**src/rtl/mpc_solver_sequencer.sv**
```systemverilog
// ---------------------------------------------------------------------------
// mpc_solver_sequencer
//
// Launches one solve of an HLS MPC solver core (ap_ctrl_hs handshake) for
// every accepted control-loop sample tick. It holds ap_start until the core
// accepts, waits for ap_done and then pulses result_latch to the actuation
// path. It also measures per-solve latency, tracks the worst case, counts
// ticks dropped while busy, and abandons a solve that exceeds TIMEOUT_CYCLES.
//
// Ports
//   clk_1, reset_n   : system clock, asynchronous active-low reset
//   ce_1             : clock enable; state changes only on enabled edges
//   enable           : 1 = accept new sample ticks
//   sample_tick      : one-ce-cycle sample-rate strobe
//   clear_stats      : synchronous clear of max_cycles/overrun_count/timeout_flag
//   ap_ready/ap_done : solver handshake inputs
//   ap_start         : solver start request (decoded from state)
//   result_latch     : one-ce-cycle pulse after a good completion
//   busy             : 1 in every state except IDLE
//   last_cycles      : latency of the last completed solve
//   max_cycles       : largest latency since reset/clear
//   overrun_count    : saturating count of ticks dropped while busy
//   timeout_flag     : sticky, a solve exceeded TIMEOUT_CYCLES
// ---------------------------------------------------------------------------
module mpc_solver_sequencer #(
    parameter int unsigned      CNT_W          = 16,
    parameter int unsigned      OVR_W          = 8,
    parameter logic [CNT_W-1:0] TIMEOUT_CYCLES = 16'd50000
) (
    input  logic             clk_1,
    input  logic             reset_n,
    input  logic             ce_1,
    input  logic             enable,
    input  logic             sample_tick,
    input  logic             clear_stats,
    input  logic             ap_ready,
    input  logic             ap_done,
    output logic             ap_start,
    output logic             result_latch,
    output logic             busy,
    output logic [CNT_W-1:0] last_cycles,
    output logic [CNT_W-1:0] max_cycles,
    output logic [OVR_W-1:0] overrun_count,
    output logic             timeout_flag
);

    typedef enum logic [1:0] {
        S_IDLE,
        S_START,
        S_WAIT_DONE,
        S_DRAIN
    } state_t;

    state_t           state_q, state_d;
    logic [CNT_W-1:0] cnt_q, cnt_d;
    logic [CNT_W-1:0] last_cycles_q, last_cycles_d;
    logic [CNT_W-1:0] max_cycles_q, max_cycles_d;
    logic [OVR_W-1:0] overrun_count_q, overrun_count_d;
    logic             timeout_flag_q, timeout_flag_d;
    logic             result_latch_q, result_latch_d;

    logic             done_evt;
    logic             timeout_evt;
    logic             overrun_evt;
    logic [CNT_W-1:0] cnt_inc;

    always_comb begin
        // NOTE: every combinational output gets a default first so no path
        // through the case/if tree leaves it unassigned (which would infer a latch).
        state_d         = state_q;
        cnt_d           = cnt_q;
        last_cycles_d   = last_cycles_q;
        max_cycles_d    = max_cycles_q;
        overrun_count_d = overrun_count_q;
        timeout_flag_d  = timeout_flag_q;
        result_latch_d  = 1'b0;
        done_evt        = 1'b0;
        timeout_evt     = 1'b0;

        // Saturating increment; the timeout bound keeps it from ever wrapping,
        // but saturation keeps the counter safe if the bound is misconfigured.
        cnt_inc = (cnt_q == '1) ? cnt_q : cnt_q + CNT_W'(1);

        unique case (state_q)
            S_IDLE: begin
                if (sample_tick && enable) begin
                    state_d = S_START;
                    cnt_d   = CNT_W'(1);
                end
            end
            S_START: begin
                // Ready and done together is a completed solve that never
                // visits WAIT_DONE.
                if (ap_ready && ap_done) begin
                    done_evt = 1'b1;
                end else if (cnt_q == TIMEOUT_CYCLES) begin
                    timeout_evt = 1'b1;
                end else begin
                    cnt_d = cnt_inc;
                    if (ap_ready) begin
                        state_d = S_WAIT_DONE;
                    end
                end
            end
            S_WAIT_DONE: begin
                if (ap_done) begin
                    done_evt = 1'b1;
                end else if (cnt_q == TIMEOUT_CYCLES) begin
                    timeout_evt = 1'b1;
                end else begin
                    cnt_d = cnt_inc;
                end
            end
            S_DRAIN: begin
                // Late completion of an abandoned solve: return without
                // result_latch so the stale result never reaches actuation.
                if (ap_done) begin
                    state_d = S_IDLE;
                end
            end
            default: state_d = S_IDLE;
        endcase

        // Latency statistics; a completion in the clear cycle restarts the
        // worst case from this solve instead of zero.
        if (done_evt) begin
            state_d        = S_IDLE;
            result_latch_d = 1'b1;
            last_cycles_d  = cnt_q;
            if (clear_stats || (cnt_q > max_cycles_q)) begin
                max_cycles_d = cnt_q;
            end
        end else if (clear_stats) begin
            max_cycles_d = '0;
        end

        if (timeout_evt) begin
            state_d        = S_DRAIN;
            timeout_flag_d = 1'b1;
        end else if (clear_stats) begin
            timeout_flag_d = 1'b0;
        end

        // Any tick outside IDLE is dropped, including the tick that lands on
        // the cycle returning to IDLE, and is counted regardless of enable.
        overrun_evt = sample_tick && (state_q != S_IDLE);
        if (clear_stats) begin
            overrun_count_d = overrun_evt ? OVR_W'(1) : '0;
        end else if (overrun_evt && (overrun_count_q != '1)) begin
            overrun_count_d = overrun_count_q + OVR_W'(1);
        end
    end

    always_ff @(posedge clk_1 or negedge reset_n) begin
        if (!reset_n) begin
            state_q         <= S_IDLE;
            cnt_q           <= '0;
            last_cycles_q   <= '0;
            max_cycles_q    <= '0;
            overrun_count_q <= '0;
            timeout_flag_q  <= 1'b0;
            result_latch_q  <= 1'b0;
        end else if (ce_1) begin
            // NOTE: non-blocking assignments so every flop samples the
            // pre-edge value of the others, independent of statement order.
            state_q         <= state_d;
            cnt_q           <= cnt_d;
            last_cycles_q   <= last_cycles_d;
            max_cycles_q    <= max_cycles_d;
            overrun_count_q <= overrun_count_d;
            timeout_flag_q  <= timeout_flag_d;
            result_latch_q  <= result_latch_d;
        end
    end

    // ap_start and busy decode straight from state so a reset drops them
    // immediately and the core sees the request in the first START cycle.
    assign ap_start      = (state_q == S_START);
    assign busy          = (state_q != S_IDLE);
    assign result_latch  = result_latch_q;
    assign last_cycles   = last_cycles_q;
    assign max_cycles    = max_cycles_q;
    assign overrun_count = overrun_count_q;
    assign timeout_flag  = timeout_flag_q;

endmodule

```
**config.mk**
```make
export PLATFORM = sky130hd
export DESIGN_NAME = mpc_solver_sequencer
export DESIGN_NICKNAME = d
export VERILOG_FILES = /design/src/rtl/mpc_solver_sequencer.sv
export SDC_FILE = /design/constraint.sdc
export NUM_CORES = 1
export LEC_CHECK = 0
export BUFFER_PORTS_ARGS = -buffer_cell sky130_fd_sc_hd__buf_2
export CAP_MARGIN = 20
export CORE_MARGIN = 1
export CORE_UTILIZATION = 51
export CTS_CLUSTER_DIAMETER = 30
export DETAILED_ROUTE_END_ITERATION = 6
export PLACE_DENSITY = 0.76
export SYNTH_ARGS = -nofsm -noshare
export SYNTH_HDL_FRONTEND = slang
export SYNTH_SLANG_ARGS = --single-unit
export TNS_END_PERCENT = 30
```
**constraint.sdc**
```tcl
create_clock -name clk_1 -period 2.3 [get_ports clk_1]
set_input_delay 0.115 -clock clk_1 [delete_from_list [all_inputs] [get_ports clk_1]]
set_output_delay 0.115 -clock clk_1 [all_outputs]
set_load 0.1 [all_outputs]
```
# == Word level (Yosys, flattened, before mapping) ==
# Index checks and enable logic that the tools add are counted.
# W data, S select, Z words.
# totals
ff_bits,60
output_inout_bits,44
wordCells,73
# op_classes
n_addsub,2
magnitude_cmp,1
eq_ne,15
mux,30
reduce_logical,18
# op_table
op,count
$mux W16,8
$pmux W16 S3,1
$eq A16 B16 Y1 const B,2
$add A16 B1 Y16 const B,1
$gt A16 B16 Y1,1
$mux W8,2
$ne A4 B4 Y1 const B,4
$mux W2,7
$mux W1,9
$add A8 B1 Y8 const B,1
$ne A8 B8 Y1 const B,1
$reduce_bool A2 Y1,4
$reduce_and A7 Y1,1
$ne A2 B2 Y1 const B,3
$pmux W2 S3,1
$reduce_and A2 Y1,3
$reduce_and A5 Y1,1
$reduce_bool A5 Y1,1
$eq A2 B2 Y1 const B,2
$logic_and A1 B1 Y1,4
$ne A4 B2 Y1 const B,1
$pmux W1 S2,2
$reduce_and A3 Y1,1
$reduce_bool A3 Y1,1
other kinds (4),4

# == Logic depth before layout (Yosys ltp) ==
# Gate-level depths: netlist of run 1.
# logic_depth
word_depth,6
ltp_mapped,8

# == Worst setup path before layout of run 1 ==
# Ideal clock, no wire load.
# synth_timing
kind,register to register
startpoint,"reg max_cycles_q[1], in the netlist max_cycles[1]"
endpoint,"reg max_cycles_q[10], in the netlist max_cycles[10]"
arrival_time_ns,2.736
required_ns,2.177
path_slack_ns,-0.559
path_stages_with_launch,9
period_less_slack_ns,2.859
cell_sequence,dfrtp_1 -> inv_1 -> ha_1 -> nor2b_1 -> o211ai_1 -> a2111o_1 -> a311o_1 -> clkbuf_1 -> a22o_1
# synth_via
elab_chain_len,4
# synth_rtl
item,line,text
start: declaration,57,"logic [CNT_W-1:0] max_cycles_q, max_cycles_d;"
start signal: assignment,169,max_cycles_q <= max_cycles_d;
$gt A16 B16 Y1,130,if (clear_stats || (cnt_q > max_cycles_q)) begin
$logic_or A1 B1 Y1,130,
$ne A2 B1 Y1 (no source line),--,
$reduce_and A3 Y1 (no source line),--,
# No other way between the ends.
# A chain may end at the register's enable or synchronous reset.

# == Worst setup path after layout of run 1 ==
# layout_timing
startpoint,"reg max_cycles_q[1], in the netlist max_cycles[1]"
endpoint,"reg max_cycles_q[3], in the netlist max_cycles[3]"
# The elaborated chain is that of the path after synthesis.

==> impl_metrics.ini, run 1 <==
[run_status]
status = completed

[placed_design]
gp_routability_congestion = 0.946
dp_hpwl_microns = 6140
buffer_ports.inserted = 51
postPlaceCellArea_sq_um = 3950

[synth]
synth_cells = 330
yosys_most_used_dff = dfrtp_1
yosysTopAreaCellShare_pct = 45.0
synth.yosys.seq_area_share_pct = 45.0
post_synth_edffs = 0
mappedNetlistNets = 362
netlist.top_cell.by_area = dfrtp_1
ys_seq_elements = 60
avgSynthCellArea_sq_um = 10.1
ys_types = 53
synth_area_leaders = dfrtp_1 (45%), ha_1 (9.0%), a22o_1 (4.5%)
ys_async_sr_fraction_pct = 100
synth-warning-count = 0
post_synth_instance_area_sq_um = 3340

[global_route]
antenna_found_initial = 0
grt_first_pass_wirelength_microns = 13900
grt_usage_pct = 25.8
grt_max_degree = 35
global_route.overflow_total = 0
via_count_of_the_first_global_routing_pass = 2823

[timing]
final_period_utilization_pct = 96.9
worst_clock_skew_ns = 0.00645
slew_headroom_pct = 55.4
post-route-min-period_ns = 2.23
finalHoldViolations = 0
measured_slew_at_the_worst_slew_check_pin_ns = 0.669
slew_violations = 0
final-setup-viol-count = 0
grt_setup_unrepaired = yes
hold_slack_ns = 0.100
fmaxAchievable_ghz = 0.449

[clock_tree]
clk_pin_slew_ns = 0.07
worstSkewPairLatency_ns = 0.34
cts_tree = done
cts_max_path_buffers = 2
depth_of_the_cts_h_tree = 3
root_buffer = clkbuf_8
numCtsBuffers = 9
clock_sink_count = 60

[die]
die_h_microns = 82.9
chipWidth_microns = 82.9
ioPinCount = 52
core_region_area_sq_um = 6310
fp.dieArea_sq_um = 6870
initial_core_util_pct = 52.8
std_cell_rows = 29

[cells_and_area]
post_route_cells_drive_above_1_share_pct = 33.9
final_cell_area_sq_um = 4200
fillCellCount = 515
finish.utilization_pct = 66.5
area_delta_synth_final_pct = 25.9
nNetsFinal = 449
antennaDiodeCount = 0

[setup_path]
crit_path_start_kind = flip-flop
crit_path_cells = inv_2, ha_1, nor2b_2, o211ai_1, a2111o_1, a311o_2, a22o_1
crit_slowest_cell = a311o_2
critical_path.n_buffers_inverters = 1
critPathRequiredTime_ns = 2.53
ff2ff_path_depth = 7
critical-path-top-delay-family = compound AO/OA/AOI/OAI gates
slowest_delay_ns = 0.48
worst_ep_arrival_time_ns = 2.46
crit_type = flip-flop to flip-flop
crit_path_max_fanout = 16
endpoint_kind = flip-flop
cp_num_cells = 7

[route]
drcViolationCount = 0
finalWirelength_microns = 8490
routedWlPerCell_microns = 17.0
antenna_violating_nets_post_route = 0
first_pass_iters = 5
initialDrtViolationCount = 213
vias_per_cell = 5.96
via_count = 2976

[flow_run]
cap_viol_max_count = 0

[power_and_ir_drop]
p_leak_nw = 2.03
worst_vdd_ir_v = 0.000849
power_density_nw_per_um2 = 1130

[min_path]
timing.hold.worst.class = input pin to flip-flop
depth_of_the_worst_hold_timing_path = 2
-- through the flow --
| step | setup TNS (ns) | power [mW] | std cells | setup slack [ns] |
|---|---|---|---|---|
| final | 0 | 4.76 | 499 | 0.0711 |
| after global routing | -0.000855 | 5.03 | 499 | -0.000855 |
| after CTS | 0 | 4.72 | 495 | 0.0394 |
| after detailed placement | -2.67 | 3.85 | 476 | -0.177 |
| after global placement | -1.85 | 3.80 | 476 | -0.118 |
| after floorplan | -0.719 | 3.29 | 330 | -0.0602 |
-- repair_timing --
| item | in CTS | in global routing |
|---|---|---|
| endpoints found under the hold margin | 26 | 0 |
| resized for setup | 3 | 5 |
| buffers inserted | 2 | 3 |
| endpoints found under the setup margin | 19 | 25 |
| hold buffers | 1 | 0 |
| pin swaps | 1 | 2 |
| gates cloned | 0 | 1 |
-- where the power goes --
part / internal (mW) / switching [mW]
registers: 1.25 / 0.133
logic: 0.709 / 1.80
clock network: 0.446 / 0.421
-- cells in the mapped netlist, drive strengths merged, types with 4 or more instances --
cell,n
dfrtp,60
ha,24
inv,24
nand2,24
a21oi,21
nor2,18
a22o,17
o21ai,16
nand4,14
mux2,13
clkbuf,8
and3,7
and2,6
nand3,6
or3,6
xor2,6
and4,5
nor3,5
o211ai,4
-- registers in the layout, summed over array words and instances (netlist names) --
name           cells
overrun_count      8
last_cycles       16
result_latch       1
cnt_q             16
max_cycles        16
timeout_flag       1
state_q            2
-- cells by family after synthesis --
| logic type | synth area share, % |
|---|---|
| AND/OR/NAND/NOR | 18.0 |
| XOR/XNOR | 1.84 |
| adder cells (fa/ha/maj) | 9.00 |
| buffers and inverters | 4.09 |
| AO/OA/AOI/OAI | 17.7 |
| flip-flops | 45.0 |
| multiplexers | 4.39 |
-- area by class of cell --
class / count / area, sq um / area share [%]
multi-input combinational: 235 / 1730 / 41.3
sequential: 60 / 1560 / 37.1
timing repair buffer: 87 / 542 / 12.9
clock buffer: 12 / 155 / 3.69
tap: 77 / 96.3 / 2.29
inverter: 24 / 90.1 / 2.14
clock inverter: 4 / 23.8 / 0.566
-- final timing paths --
path | endpoint | start | slack (ns)
max in group asynchronous | state_q[0] | reset_n | 1.34
setup reg to reg | max_cycles[3] | max_cycles[1] | 0.07
hold / removal | overrun_count[1] | clear_stats | 0.10
hold reg to reg | last_cycles[1] | last_cycles[1] | 0.48
setup / recovery | max_cycles[3] | max_cycles[1] | 0.07
min in group asynchronous | max_cycles[9] | reset_n | 0.34
-- cell usage in the layout (no fill, tap or decap), types with 3 or more instances in the layout --
cell type | synthesis | routed
buf_4 | 1 | 32
buf_2 | 1 | 52
nand4_1 | 14 | 14
and2_1 | 6 | 6
and4_1 | 5 | 5
a22o_1 | 17 | 17
dfrtp_4 | 0 | 15
nand2_1 | 24 | 24
mux2_2 | 13 | 13
nand2b_1 | 3 | 3
o211ai_1 | 4 | 4
or3_1 | 6 | 6
nand4b_1 | 3 | 3
nand3_1 | 6 | 6
nor2_1 | 18 | 18
o21ai_0 | 16 | 16
nor3_1 | 5 | 5
xor2_1 | 6 | 6
a21oi_1 | 21 | 19
or4_1 | 3 | 3
a31oi_1 | 3 | 3
clkinv_2 | 0 | 3
ha_1 | 24 | 23
and3_1 | 6 | 6
clkbuf_8 | 0 | 11
inv_1 | 24 | 22
dfrtp_1 | 60 | 43
-- routing by layer --
layer  GRT usage (%)  part of all wire [%]
met4            13.3                   3.3
met5               0                     0
met2            41.0                    48
met1            33.5                    45
met3            5.37                   4.6
Note: power is estimated with default switching activity, not from simulation.
==> run 2, diff against run 1 <==
- ABC_AREA: default -> 1
- CORE_UTILIZATION: 51 -> 52
==> impl_metrics.ini, run 2 <==
[run_status]
status = completed

[setup_path]
slowest_delay_ns = 0.48
worst_ep_arrival_time_ns = 2.28
critical_path.n_buffers_inverters = 0
crit_path_max_fanout = 17
crit_path_cells = ha_1, nand2_1, nor2_1, nand4_1, nor2_1, nor2_1, nand2_1, nand2_4, nand2_4, nand2_1, nand2_1
crit_path_start_kind = flip-flop
crit_slowest_cell = dfrtp_1
critical-path-top-delay-family = simple AND/OR/NAND/NOR gates
endpoint_kind = flip-flop
reg2reg_from = cnt_q[7]
ff2ff_path_depth = 11
timing.reg2reg.setup_slack_ns = 0.29
crit_path_frequent_cell = nand2_1
crit_type = flip-flop to flip-flop
critPathRequiredTime_ns = 2.58
regToRegEndpoint = max_cycles[11]

[timing]
fmaxAchievable_ghz = 0.499
slew_headroom_pct = 67.3
worst_clock_skew_ns = 0.00812
slew_violations = 0
finalHoldViolations = 0
measured_slew_at_the_worst_slew_check_pin_ns = 0.494
final_period_utilization_pct = 87.2
final-setup-viol-count = 0
final_critical_path_setup_slack_ns = 0.294
grt_setup_unrepaired = no
setup_tns_ns = 0
post-route-min-period_ns = 2.01

[clock_tree]
ctsResizeCount = 0
clk_pin_slew_ns = 0.08
root_buffer = clkbuf_8
numCtsBuffers = 9
post_cts.repair.setup_buffers = 0
cts_max_path_buffers = 2
clock_sink_count = 60
depth_of_the_cts_h_tree = 3
worstSkewPairLatency_ns = 0.34
cts_tree = done
cts-hold-fix-buffers = 1

[global_route]
via_count_of_the_first_global_routing_pass = 2997
grt_first_pass_wirelength_microns = 14200
grt_max_degree = 61
gr-usage-met2_pct = 40.9
global_route.overflow_total = 0
antenna_found_initial = 0
use_met1_pct = 33.6
top_usage_layer = met2
grt_use_met3_pct = 5.25
grt_usage_pct = 25.2

[synth]
synth_cells = 445
yosys_most_used_dff = dfrtp_1
ys_types = 28
synth-warning-count = 0
yosysTopAreaCellShare_pct = 41.8
ys_seq_elements = 60
synth.yosys.seq_area_share_pct = 41.8
post_synth_edffs = 0
synth_area_leaders = dfrtp_1 (42%), nand2_1 (15%), ha_1 (8.4%)
mappedNetlistNets = 477
avgSynthCellArea_sq_um = 8.07
ys_async_sr_fraction_pct = 100
post_synth_instance_area_sq_um = 3590
netlist.top_cell.by_area = dfrtp_1
most_used_standard_cells_in_the_synthesized_netlist = nand2_1 (140), dfrtp_1 (60), inv_1 (45)
synthMostInstantiatedCell = nand2_1

[placed_design]
dp_hpwl_microns = 6240
gp_routability_congestion = 0.934
buffer_ports.inserted = 51
preCtsSetupSlack_ns = 0.316

[route]
initialDrtViolationCount = 253
antenna_violating_nets_post_route = 0
vias_per_cell = 5.34
drcViolationCount = 0
finalWirelength_microns = 8390
via_count = 3136
routedWlPerCell_microns = 14.3
first_pass_iters = 5

[power_and_ir_drop]
power_density_nw_per_um2 = 1080
worst_vdd_ir_v = 0.000763
p_leak_nw = 2.24

[die]
fp.dieArea_sq_um = 7240
core_region_area_sq_um = 6490
std_cell_rows = 29
initial_core_util_pct = 55.3
die_h_microns = 85.1
chipWidth_microns = 85.1
ioPinCount = 52

[cells_and_area]
post_route_cells_drive_above_1_share_pct = 22.2
fillCellCount = 577
layout_commonest_cell = nand2_1
area_delta_synth_final_pct = 17.1
most_frequent_cells_in_the_layout = nand2_1 (140), dfrtp_1 (58), buf_2 (51)
antennaDiodeCount = 0
nNetsFinal = 537

[flow_run]
cap_viol_max_count = 0

[min_path]
timing.hold.worst.start = clear_stats
timing.hold.worst.class = input pin to flip-flop
depth_of_the_worst_hold_timing_path = 4
holdPathEnd = overrun_count[4]
[run 2: cell types whose count changed after synthesis, moves of 7 or more]
cell | previous run | this run
a22o_1 | 17 | 0
xor2_1 | 6 | 15
buf_2 | 1 | 8
nand2_1 | 24 | 140
a21oi_1 | 21 | 12
nor2_1 | 18 | 25
inv_1 | 24 | 45
o31ai_2 | 0 | 9
mux2_2 | 13 | 0
nand3_1 | 6 | 36
[run 2: worst max-delay path by stage]
| stage | start | endpoint | slack, ns | cells after the start |
|---|---|---|---|---|
| floorplan | max_cycles[14] | max_cycles[10] | 0.005 | 14 |
| global placement | cnt_q[7] | max_cycles[12] | 0.37 | 12 |
| detailed placement | cnt_q[7] | max_cycles[11] | 0.32 | 11 |
| CTS | cnt_q[7] | max_cycles[2] | 0.29 | 11 |
| global route | cnt_q[7] | max_cycles[9] | 0.13 | 11 |
| finish | cnt_q[7] | max_cycles[11] | 0.29 | 11 |
[run 2: kinds of logic (layout without fill, tap and decap cells)]
family,after synthesis,count (layout),share of synthesized area (%)
flops,60,60,41.8
xor+xnor,15,15,3.66
fa+ha+maj,24,24,8.36
buf+inv,64,129,7.91
compound gates,50,50,9.23
simple gates,232,232,29.0
[run 2: layout make-up]
type                       count  area [sq um]  share of cell area (%)
timing repair buffer          65           375                    8.93
clock buffer                  10           128                    3.04
multi-input combinational    321          1810                    43.0
tap                           77          96.3                    2.29
sequential                    60          1500                    35.8
clock inverter                 6           113                    2.68
inverter                      48           180                    4.29
[run 2: routing by layer]
| metal | share of wire [%] | vias to the layer above | wire length (microns) |
|---|---|---|---|
| met5 | 0 | - | 0 |
| met4 | 1.4 | 0 | 116 |
| met3 | 4.4 | 13 | 373 |
| met2 | 49 | 96 | 4120 |
| met1 | 45 | 1477 | 3780 |
| li1 | - | 1550 | - |
[run 2: power breakdown]
| part | internal (mW) | total, mW | switching, mW |
|---|---|---|---|
| combinational | 0.471 | 2.05 | 1.58 |
| sequential | 1.19 | 1.33 | 0.140 |
| clock | 0.722 | 1.18 | 0.453 |
[run 2: tightest hold or removal path, delay by kind of cell]
family / cells / cell delay [ns]
and+or+nand+nor: 3 / 0.17
buffers and inverters: 1 / 0.14
[run 2: through the flow]
stage               util [%]  cell area (sq um)  cells  power [mW]  hold slack [ns]
CTS                     64.7               4200    587        4.56            0.117
detailed placement      60.9               3950    570        3.39            0.150
global route            64.7               4200    587        4.80            0.142
floorplan                  -               3600    445        2.98           -0.181
finish                  64.7               4200    587        4.55            0.116
global placement        60.9               3950    570        3.35            0.148
==> run 3, diff against run 2 <==
- CAP_MARGIN: 20 -> 40
- CORE_UTILIZATION: 52 -> 54
- CTS_BUF_LIST: default -> sky130_fd_sc_hd__clkbuf_4
- PLACE_DENSITY: 0.76 -> 0.79
==> impl_metrics.ini, run 3 (synthesis results as in run 2) <==
[route]
initialDrtViolationCount = 230
via_count = 3097
antenna_violating_nets_post_route = 0
first_pass_iters = 4
drcViolationCount = 0
vias_per_cell = 5.29
finalWirelength_microns = 8280
routedWlPerCell_microns = 14.2

[timing]
final-setup-viol-count = 0
finalHoldViolations = 0
slew_violations = 0
measured_slew_at_the_worst_slew_check_pin_ns = 0.812
fmaxAchievable_ghz = 0.510
setup_tns_ns = 0
final_period_utilization_pct = 85.2
worst_clock_skew_ns = 0.0132
slew_headroom_pct = 45.9
post-route-min-period_ns = 1.96
grt_setup_unrepaired = no

[global_route]
grt_max_degree = 35
antenna_found_initial = 0
via_count_of_the_first_global_routing_pass = 2931
grt_first_pass_wirelength_microns = 13800
global_route.overflow_total = 0
grt_usage_pct = 25.3

[placed_design]
gp_routability_congestion = 0.974
dp_hpwl_microns = 6270
buffer_ports.inserted = 51

[die]
initial_core_util_pct = 56.2
fp.dieArea_sq_um = 6980
std_cell_rows = 29
chipWidth_microns = 83.5
ioPinCount = 52
die_h_microns = 83.5
core_region_area_sq_um = 6390

[setup_path]
crit_slowest_cell = dfrtp_1
slowest_delay_ns = 0.49
crit_path_cells = ha_1, nand2_1, nor2_1, nand2_1, inv_1, nand2_1, nand2_1, nand2_1, nand2_4, nand2_4, nand2_1, nand2_1
crit_path_frequent_cell = nand2_1
reg2reg_from = cnt_q[15]
critPathLaunch = cnt_q[15]
crit_path_start_kind = flip-flop
critical-path-top-delay-family = simple AND/OR/NAND/NOR gates
critPathRequiredTime_ns = 2.63
crit_path_max_fanout = 17
crit_type = flip-flop to flip-flop
critical_path.n_buffers_inverters = 1
worst_ep_arrival_time_ns = 2.29
endpoint_kind = flip-flop

[power_and_ir_drop]
worst_vdd_ir_v = 0.00114
totalPowerFinal_mw = 4.28
p_leak_nw = 2.20
power_density_nw_per_um2 = 1040

[clock_tree]
depth_of_the_cts_h_tree = 3
worstSkewPairLatency_ns = 0.43
root_buffer = clkbuf_4
cts-hold-fix-buffers = 1
clk_pin_slew_ns = 0.12
ctsResizeCount = 0
cts_tree = done
clock_sink_count = 60
post_cts.repair.setup_buffers = 0
cts_max_path_buffers = 2
numCtsBuffers = 9

[cells_and_area]
nNetsFinal = 535
fillCellCount = 561
area_delta_synth_final_pct = 14.9
post_route_cells_drive_above_1_share_pct = 21.9
antennaDiodeCount = 0
layout_commonest_cell = nand2_1
most_frequent_cells_in_the_layout = nand2_1 (140), dfrtp_1 (58), buf_2 (51)
finish.utilization_pct = 64.6

[flow_run]
cap_viol_max_count = 0

[min_path]
timing.hold.worst.start = clear_stats
timing.hold.worst.class = input pin to flip-flop

[run_status]
status = completed
[run 3: changes by cell type in the layout (fill, tap and decap cells not counted), sizes merged]
cell    delta
bufinv     -1
buf        -2
clkbuf     -1
inv        +2
[run 3: routing by layer]
metal,vias up,track usage [%],wire [microns]
li1,1550,-,-
met1,1454,32.6,3730
met3,21,4.65,333
met5,-,0,0
met4,0,12.3,255
met2,72,41.1,3970
[run 3: area by class of cell]
class	count	area, sq um	area share (%)
multi-input combinational	321	1810	43.8
sequential	60	1500	36.4
timing repair buffer	63	373	9.03
inverter	48	180	4.36
clock inverter	7	98.8	2.39
tap	77	96.3	2.33
clock buffer	9	67.6	1.64
[run 3: worst reg2reg max path: stages, from the launching register on]
cell and delay [ns]:
dfrtp_1 0.49, ha_1 0.35, nand2_1 0.07, nor2_1 0.14
nand2_1 0.10, inv_1 0.06, nand2_1 0.05, nand2_1 0.05
nand2_1 0.08, nand2_4 0.18, nand2_4 0.16, nand2_1 0.10
nand2_1 0.05
[run 3: power breakdown]
part | internal (mW) | switching [mW] | leakage, nW
clock network | 0.448 | 0.437 | 0.0885
registers | 1.19 | 0.141 | 0.819
logic | 0.484 | 1.58 | 1.29
total | 2.12 | 2.16 | 2.20
[run 3: per-stage QoR]
| step | instances | cell area (sq um) | setup slack, ns | hold WS, ns |
|---|---|---|---|---|
| after CTS | 585 | 4130 | 0.311 | 0.00476 |
| final | 585 | 4130 | 0.340 | 0.0190 |
| after global routing | 585 | 4130 | 0.162 | 0.0434 |
| after global placement | 568 | 3950 | 0.361 | 0.243 |
| after floorplan | 445 | 3600 | 0.00526 | -0.181 |
| after detailed placement | 568 | 3950 | 0.317 | 0.252 |
[run 3: final timing paths]
kind	endpoint	slack, ns	cells past startpoint
setup / recovery	max_cycles[11]	0.34	12
hold / removal	overrun_count[4]	0.02	4
setup reg to reg	max_cycles[11]	0.34	12
hold reg to reg	last_cycles[9]	0.48	2
max in group asynchronous	max_cycles[12]	1.37	3
min in group asynchronous	max_cycles[9]	0.31	2
